`src/rtl/serial_mag_compare.sv`:
```
// Bit-serial magnitude verdict built from MSB-first 1-bit comparator codes {gt, lt, eq}.
// Optional macro SERIAL_CMP_EARLY_EXIT_EN: finish on the first deciding bit-pair.
module serial_mag_compare #(
  parameter int unsigned N  = 8,
  parameter int unsigned CW = $clog2(N)
) (
  input  logic          clk,
  input  logic          rst,
  input  logic          start,
  input  logic          bit_valid,
  input  logic [2:0]    y_in,
  output logic          busy,
  output logic          done,
  output logic [2:0]    result,
  output logic          err,
  output logic [CW-1:0] bit_cnt
);

  typedef enum logic [1:0] {
    IDLE  = 2'd0,
    ACCUM = 2'd1,
    DONE  = 2'd2
  } state_t;

  localparam logic [2:0] Y_GT = 3'b100;
  localparam logic [2:0] Y_LT = 3'b010;
  localparam logic [2:0] Y_EQ = 3'b001;

  state_t        state_q, state_d;
  logic          busy_d, done_d, err_d;
  logic [2:0]    result_d;
  logic [CW-1:0] cnt_d;
  logic          decided_q, decided_d;
  logic          gt_q, gt_d;

  logic is_gt, is_lt, is_eq, last_bit, decide;

  assign is_gt    = (y_in == Y_GT);
  assign is_lt    = (y_in == Y_LT);
  assign is_eq    = (y_in == Y_EQ);
  assign last_bit = (bit_cnt == CW'(N - 1));
  assign decide   = bit_valid && !decided_q && (is_gt || is_lt);

  // State and all outputs are registered together.
  always_ff @(posedge clk or posedge rst) begin
    if (rst) begin
      state_q   <= IDLE;
      busy      <= 1'b0;
      done      <= 1'b0;
      result    <= 3'b000;
      err       <= 1'b0;
      bit_cnt   <= '0;
      decided_q <= 1'b0;
      gt_q      <= 1'b0;
    end else begin
      state_q   <= state_d;
      busy      <= busy_d;
      done      <= done_d;
      result    <= result_d;
      err       <= err_d;
      bit_cnt   <= cnt_d;
      decided_q <= decided_d;
      gt_q      <= gt_d;
    end
  end

  // Next-state and next-output logic.
  always_comb begin
    state_d   = state_q;
    done_d    = 1'b0;
    result_d  = result;
    err_d     = err;
    cnt_d     = bit_cnt;
    decided_d = decided_q;
    gt_d      = gt_q;

    case (state_q)
      IDLE: begin
        if (start) begin
          state_d   = ACCUM;
          cnt_d     = '0;
          decided_d = 1'b0;
          gt_d      = 1'b0;
          err_d     = 1'b0;
          result_d  = 3'b000;
        end
      end

      ACCUM: begin
        if (bit_valid) begin
          if (!(is_gt || is_lt || is_eq)) err_d = 1'b1;
          if (decide) begin
            decided_d = 1'b1;
            gt_d      = is_gt;
          end
          if (last_bit) begin
            state_d = DONE;
            cnt_d   = '0;
          end else begin
            cnt_d = bit_cnt + CW'(1);
          end
`ifdef SERIAL_CMP_EARLY_EXIT_EN
          // Verdict is final once decided; report count including the deciding bit.
          if (decide) begin
            state_d = DONE;
            cnt_d   = bit_cnt + CW'(1);
          end
`endif
        end
      end

      DONE: begin
        state_d  = IDLE;
        done_d   = 1'b1;
        result_d = decided_q ? (gt_q ? Y_GT : Y_LT) : Y_EQ;
      end

      default: state_d = IDLE;
    endcase

    busy_d = (state_d == ACCUM);
  end

endmodule

```
`config.mk`:
```
export PLATFORM = sky130hd
export DESIGN_NAME = serial_mag_compare
export DESIGN_NICKNAME = d
export VERILOG_FILES = /design/src/rtl/serial_mag_compare.sv
export SDC_FILE = /design/constraint.sdc
export NUM_CORES = 1
export LEC_CHECK = 0
export BUFFER_PORTS_ARGS = -buffer_cell sky130_fd_sc_hd__buf_2
export CORE_MARGIN = 8
export CORE_UTILIZATION = 49
export DETAILED_ROUTE_END_ITERATION = 12
export PLACE_DENSITY = 0.74
export SYNTH_ARGS = -nofsm -noshare
export SYNTH_HDL_FRONTEND = slang
export SYNTH_SLANG_ARGS = --single-unit
```
`constraint.sdc`:
```
create_clock -name clk -period 1.6 [get_ports clk]
set_input_delay 0.08 -clock clk [delete_from_list [all_inputs] [get_ports clk]]
set_output_delay 0.08 -clock clk [all_outputs]
set_load 0.005 [all_outputs]
```
Yosys cells after proc, flatten, opt, wreduce, memory -nomap -nowiden
Index checks and enable logic that the tools add are counted.
{ "totals": {"ff_bits": 13, "inputBits": 7, "output_inout_bits": 9} }
{ "classes": {"addsub": 1, "eq_ne": 11, "n_mux": 22, "n_reduce_logical": 12} }
{ "ops": {"columns": ["cell", "count"], "rows": [
  ["$mux W3", 5],
  ["$pmux W3 S2", 2],
  ["$mux W1", 8],
  ["$ne A2 B2 Y1 const B", 4],
  ["$reduce_and A4 Y1", 2],
  ["$eq A3 B3 Y1 const B", 2],
  ["$mux W2", 3],
  ["$pmux W1 S2", 3],
  ["$eq A2 B1 Y1 const B", 2],
  ["$pmux W2 S2", 1],
  ["$reduce_bool A2 Y1", 2],
  ["$add A3 B1 Y3 const B", 1],
  ["$eq A3 B1 Y1 const B", 1],
  ["$eq A3 B2 Y1 const B", 1],
  ["$reduce_and A3 Y1", 1],
  ["$eq A2 B2 Y1 const B", 1],
  ["$logic_and A1 B1 Y1", 2],
  ["$logic_not A2 Y1", 1],
  ["$logic_or A1 B1 Y1", 2],
  ["$reduce_and A2 Y1", 1],
  ["$logic_not A1 Y1", 1]
]} }

Longest topological paths before layout
{ "depth": {"depth_word": 6, "mapped_depth": 5, "ltp_nobuf": 5} }

Worst setup path after synthesis
OpenSTA, ideal clock, no wires.
{ "synth_timing": {"path_type": "reg2reg", "start": "register bit_cnt[0]", "end": "register bit_cnt[2]", "setup_ns": 0.121, "t_arrival_ns": 1.200, "t_required_ns": 1.479, "path_slack_ns": 0.279, "stages_incl_launch_ff": 5, "path_buffers": 0, "period_less_slack_ns": 1.321, "path_cell_list": "dfrtp_1 > ha_1 > ha_1 > a22o_1 > a22o_1"} }
{ "synth_via": {"elab_chain_cells": 4, "word_cells_on_any_way": 5, "cone_classes": "add/sub (1); eq/ne (1); mux (3)"} }
{ "synth_rtl": {"columns": ["element", "line", "source"], "rows": [
  ["start: declaration", "16", "output logic [CW-1:0] bit_cnt"],
  ["start signal: assignment", "61", "bit_cnt <= cnt_d;"],
  ["$add A3 B1 Y3 / $eq A3 B3 Y1 (equally long branches)", "100, 41", null],
  ["$mux W3 (*)", "96", "if (last_bit) begin"],
  ["$mux W3 (*)", "90", "if (bit_valid) begin"],
  ["$pmux W3 S2 (*)", "77", "case (state_q)"]
]} }
Mark *: on every way between the ends. The rest lies on a longest branch, timed or not. The select of a mux whose other input is x is not followed.
A chain may end at the register's enable or synchronous reset.

Worst setup path in the final report
Ends and elaborated chain as after synthesis.

==> summary.md <==
| Metric | Value |
|---|---|
| DRT Wirelength | `approximately 1.3 mm` |
| Actual slew at the worst max-slew pin | `approximately 0.48 ns` |
| Synth Cell Area | `638 um2` |
| Cells after Synth | `56` |
| Post-synth top area share | `51.0%` |
| Post-CTS Hold Buffers | `1` |
| Ys Warns | `0` |
| DRC viols | `0` |
| Peak supply drop | `0.670 mV` |
| Commonest cells post-synth | `dfrtp_1 (13), nand2_1 (6), inv_1 (5), a22o_1 (4), o21ai_1 (4)` |
| LEAKAGE | `0.379 nW` |
| First-pass GRT wire length | `2.24 mm` |
| Core footprint | `1250 um2` |
| First DRT Iteration DRCs | `10` |
| Largest net degree at the start of global routing | `14` |
| Yosys reg bits | `13` |
| Crit path to | `bit_cnt[2]` |
| Arrival time worst endpoint | `1.54 ns` |
| TNS Setup | `0 ns` |
| Post-synth top area cell | `dfrtp_1` |
| Worst Setup End Kind | `flip-flop` |
| Htree depth | `1` |
| Routed Antenna Nets | `0` |
| Drt first pass iters | `3` |
| Starting Density | `50.9%` |
| Routed len/inst | `~14 um` |
| RSZ-0062 raised after global routing | `false` |
| Dominant cells by area after synthesis | `dfrtp_1 (51%), a22o_1 (5.5%), nand4bb_4 (4.3%), ha_1 (3.9%), nand2_1 (3.5%)` |
| Most frequent cell after synthesis | `dfrtp_1` |
| Cell variety after synth | `25` |
| Post-CTS sizing | `0` |
| Power density over cell area | `between 1500 and 2000 nW/um2` |
| CP startpoint | `bit_cnt[0]` |
| Max-slew violations | `0` |
| Post-DP HPWL | `1.01 mm` |
| CTS Buffer Depth | `2` |
| CTS Buf Count | `3` |
| IO Pins | `16` |
| Row count | `13` |
| Clock Sinks | `13` |
| Total Routing Usage GR | `11.2%` |
| Layout cells sized above 1 | `28.9%` |
| Hold Vio Cnt, Final | `0` |
| R2R Path End | `bit_cnt[2]` |
| Clock-pin slew on the worst setup and hold paths | `0.08 ns` |
| Synthesized Nets | `65` |
| Post-CTS setup buffers | `0` |
| GPL Wtd Cong | `0.792` |
| Ys async rst share | `100%` |
| Sequential area share after synthesis | `51.0%` |
| Clk Tree Root Cell | `clkbuf_4` |
| Post-synth top flop | `dfrtp_1` |
| Clock Skew | `0.00241 ns` |
| Total inserted antenna cells | `0` |
| Slew HR | `67.7%` |
| Initial antenna violation count | `0` |
| Post-synth EDFFs | `0` |
| Non-Filler Cell Area, Final | `about 770 um2` |
| Core Util, Final | `61.3%` |
| Placed Cells | `86` |
| CP Data Required Time | `1.77 ns` |
| Chip Height | `52.1 um` |
| Flop-to-flop setup slack | `0.23 ns` |
| Setup violators final | `0` |
| Count of buffers from port buffering | `15` |
| GRT overflow | `0` |
| Final std cells w/o fill | `slightly above 90` |
| Worst r2r src | `bit_cnt[0]` |
| Critical Path Fanout Max | `5` |
| Via Count | `499` |
| Placed cell area | `732 um2` |
| Reg2reg path depth | `4` |
| Vias/cell | `5.48` |
| Fin crit period | `1.37 ns` |
| WS Path Type | `flip-flop to flip-flop` |
| Crit share post-route | `85.5%` |
| # Max-Cap Violations | `0` |
| Syn-to-layout area delta | `20.4%` |
| Worst Hold Class | `input port to flip-flop` |
| Die area | `2710 um2` |
| Vias in the first global route | `479` |
| Crit path launch type | `flip-flop` |
| CTS tree | `done` |
| Worst-Skew Late Latency | `0.28 ns` |
| Total power draw | `1.16 mW` |
| Status | `complete, no violations` |
| Fmax | `731 MHz` |
| Synthesized area per cell | `11.4 um2` |
| Layout Nets | `86` |
| Die X | `52.1 um` |
[logic make-up (layout without fill, tap and decap cells)]
group / count (synthesis) / after routing / synth area share (%)
flops: 13 / 13 / 51.0
fa+ha+maj: 2 / 2 / 3.92
compound gates: 18 / 18 / 21.2
xor+xnor: 1 / 1 / 1.37
simple gates: 16 / 16 / 18.4
buf+inv: 6 / 26 / 4.12
[worst max-delay path: stages (launching register included)]
cell and delay, ns:
dfrtp_1 0.43, ha_1 0.22, ha_1 0.26, a22o_1 0.17, a22o_1 0.17
[stage by stage]
step,setup slack [ns],hold slack [ns]
global route,0.182,0.0446
finish,0.232,0.0295
CTS,0.233,0.0311
global placement,0.283,0.117
floorplan,0.279,-0.0430
detailed placement,0.243,0.132
[sequential cells by signal, summed over array words and instances, names as in the netlist]
signal,flops
busy,1
gt_q,1
bit_cnt,3
done,1
state_q,2
result,3
err,1
decided_q,1
[cell type report]
type / count / area [um2]
fillers: 110 / 484
flip-flops and latches: 13 / 325
multi-input cells: 37 / 287
repair buffers: 17 / 92.6
clock buffers: 4 / 26.3
inverters: 5 / 18.8
well taps: 15 / 18.8
[how the worst min path moves through the flow]
stage | start | endpoint | cells past startpoint
after global routing | y_in[0] | decided_q | 2
after floorplan | rst | bit_cnt[0] | 1
after global placement | rst | busy | 2
after CTS | y_in[0] | decided_q | 2
final | y_in[0] | decided_q | 2
after detailed placement | rst | bit_cnt[2] | 2
[routing by layer]
metal  up-vias  share of wire [%]  wire (um)  global-route usage [%]
met3         5                4.8         62                    3.42
met5         -                  0          0                       0
li1        247                  -          -                       -
met4         0                3.7         48                    9.29
met1       234                 46        585                    12.1
met2        13                 46        588                    17.4
[cell usage in the layout, fill, tap and decap left out]
cell / synthesis / layout
or3b_1: 2 / 2
o2111ai_1: 1 / 1
a32o_1: 1 / 1
nand4bb_4: 1 / 1
dlygate4sd3_1: 0 / 1
a22oi_1: 1 / 1
nand2_1: 6 / 6
a22o_1: 4 / 4
o31ai_1: 1 / 1
nor2b_2: 1 / 1
inv_1: 5 / 5
xnor2_1: 1 / 1
nor2_1: 1 / 1
dfrtp_1: 13 / 13
buf_2: 0 / 15
o211ai_1: 2 / 2
ha_1: 2 / 2
clkbuf_4: 0 / 3
or2b_1: 1 / 1
and3_1: 1 / 1
o21ai_1: 4 / 4
nand3b_1: 1 / 1
clkbuf_1: 0 / 1
o21bai_1: 1 / 1
buf_4: 1 / 1
a31oi_1: 2 / 2
nor4b_1: 1 / 1
o21bai_2: 1 / 1
and2b_1: 1 / 1
[power by group]
group / leakage, nW / total (mW) / internal, mW / switching [mW]
Sequential: 0.154 / 0.531 / 0.435 / 0.0963
Combinational: 0.210 / 0.419 / 0.229 / 0.189
Clock: 0.0150 / 0.208 / 0.0968 / 0.111
(Power assumes the default switching activity.)
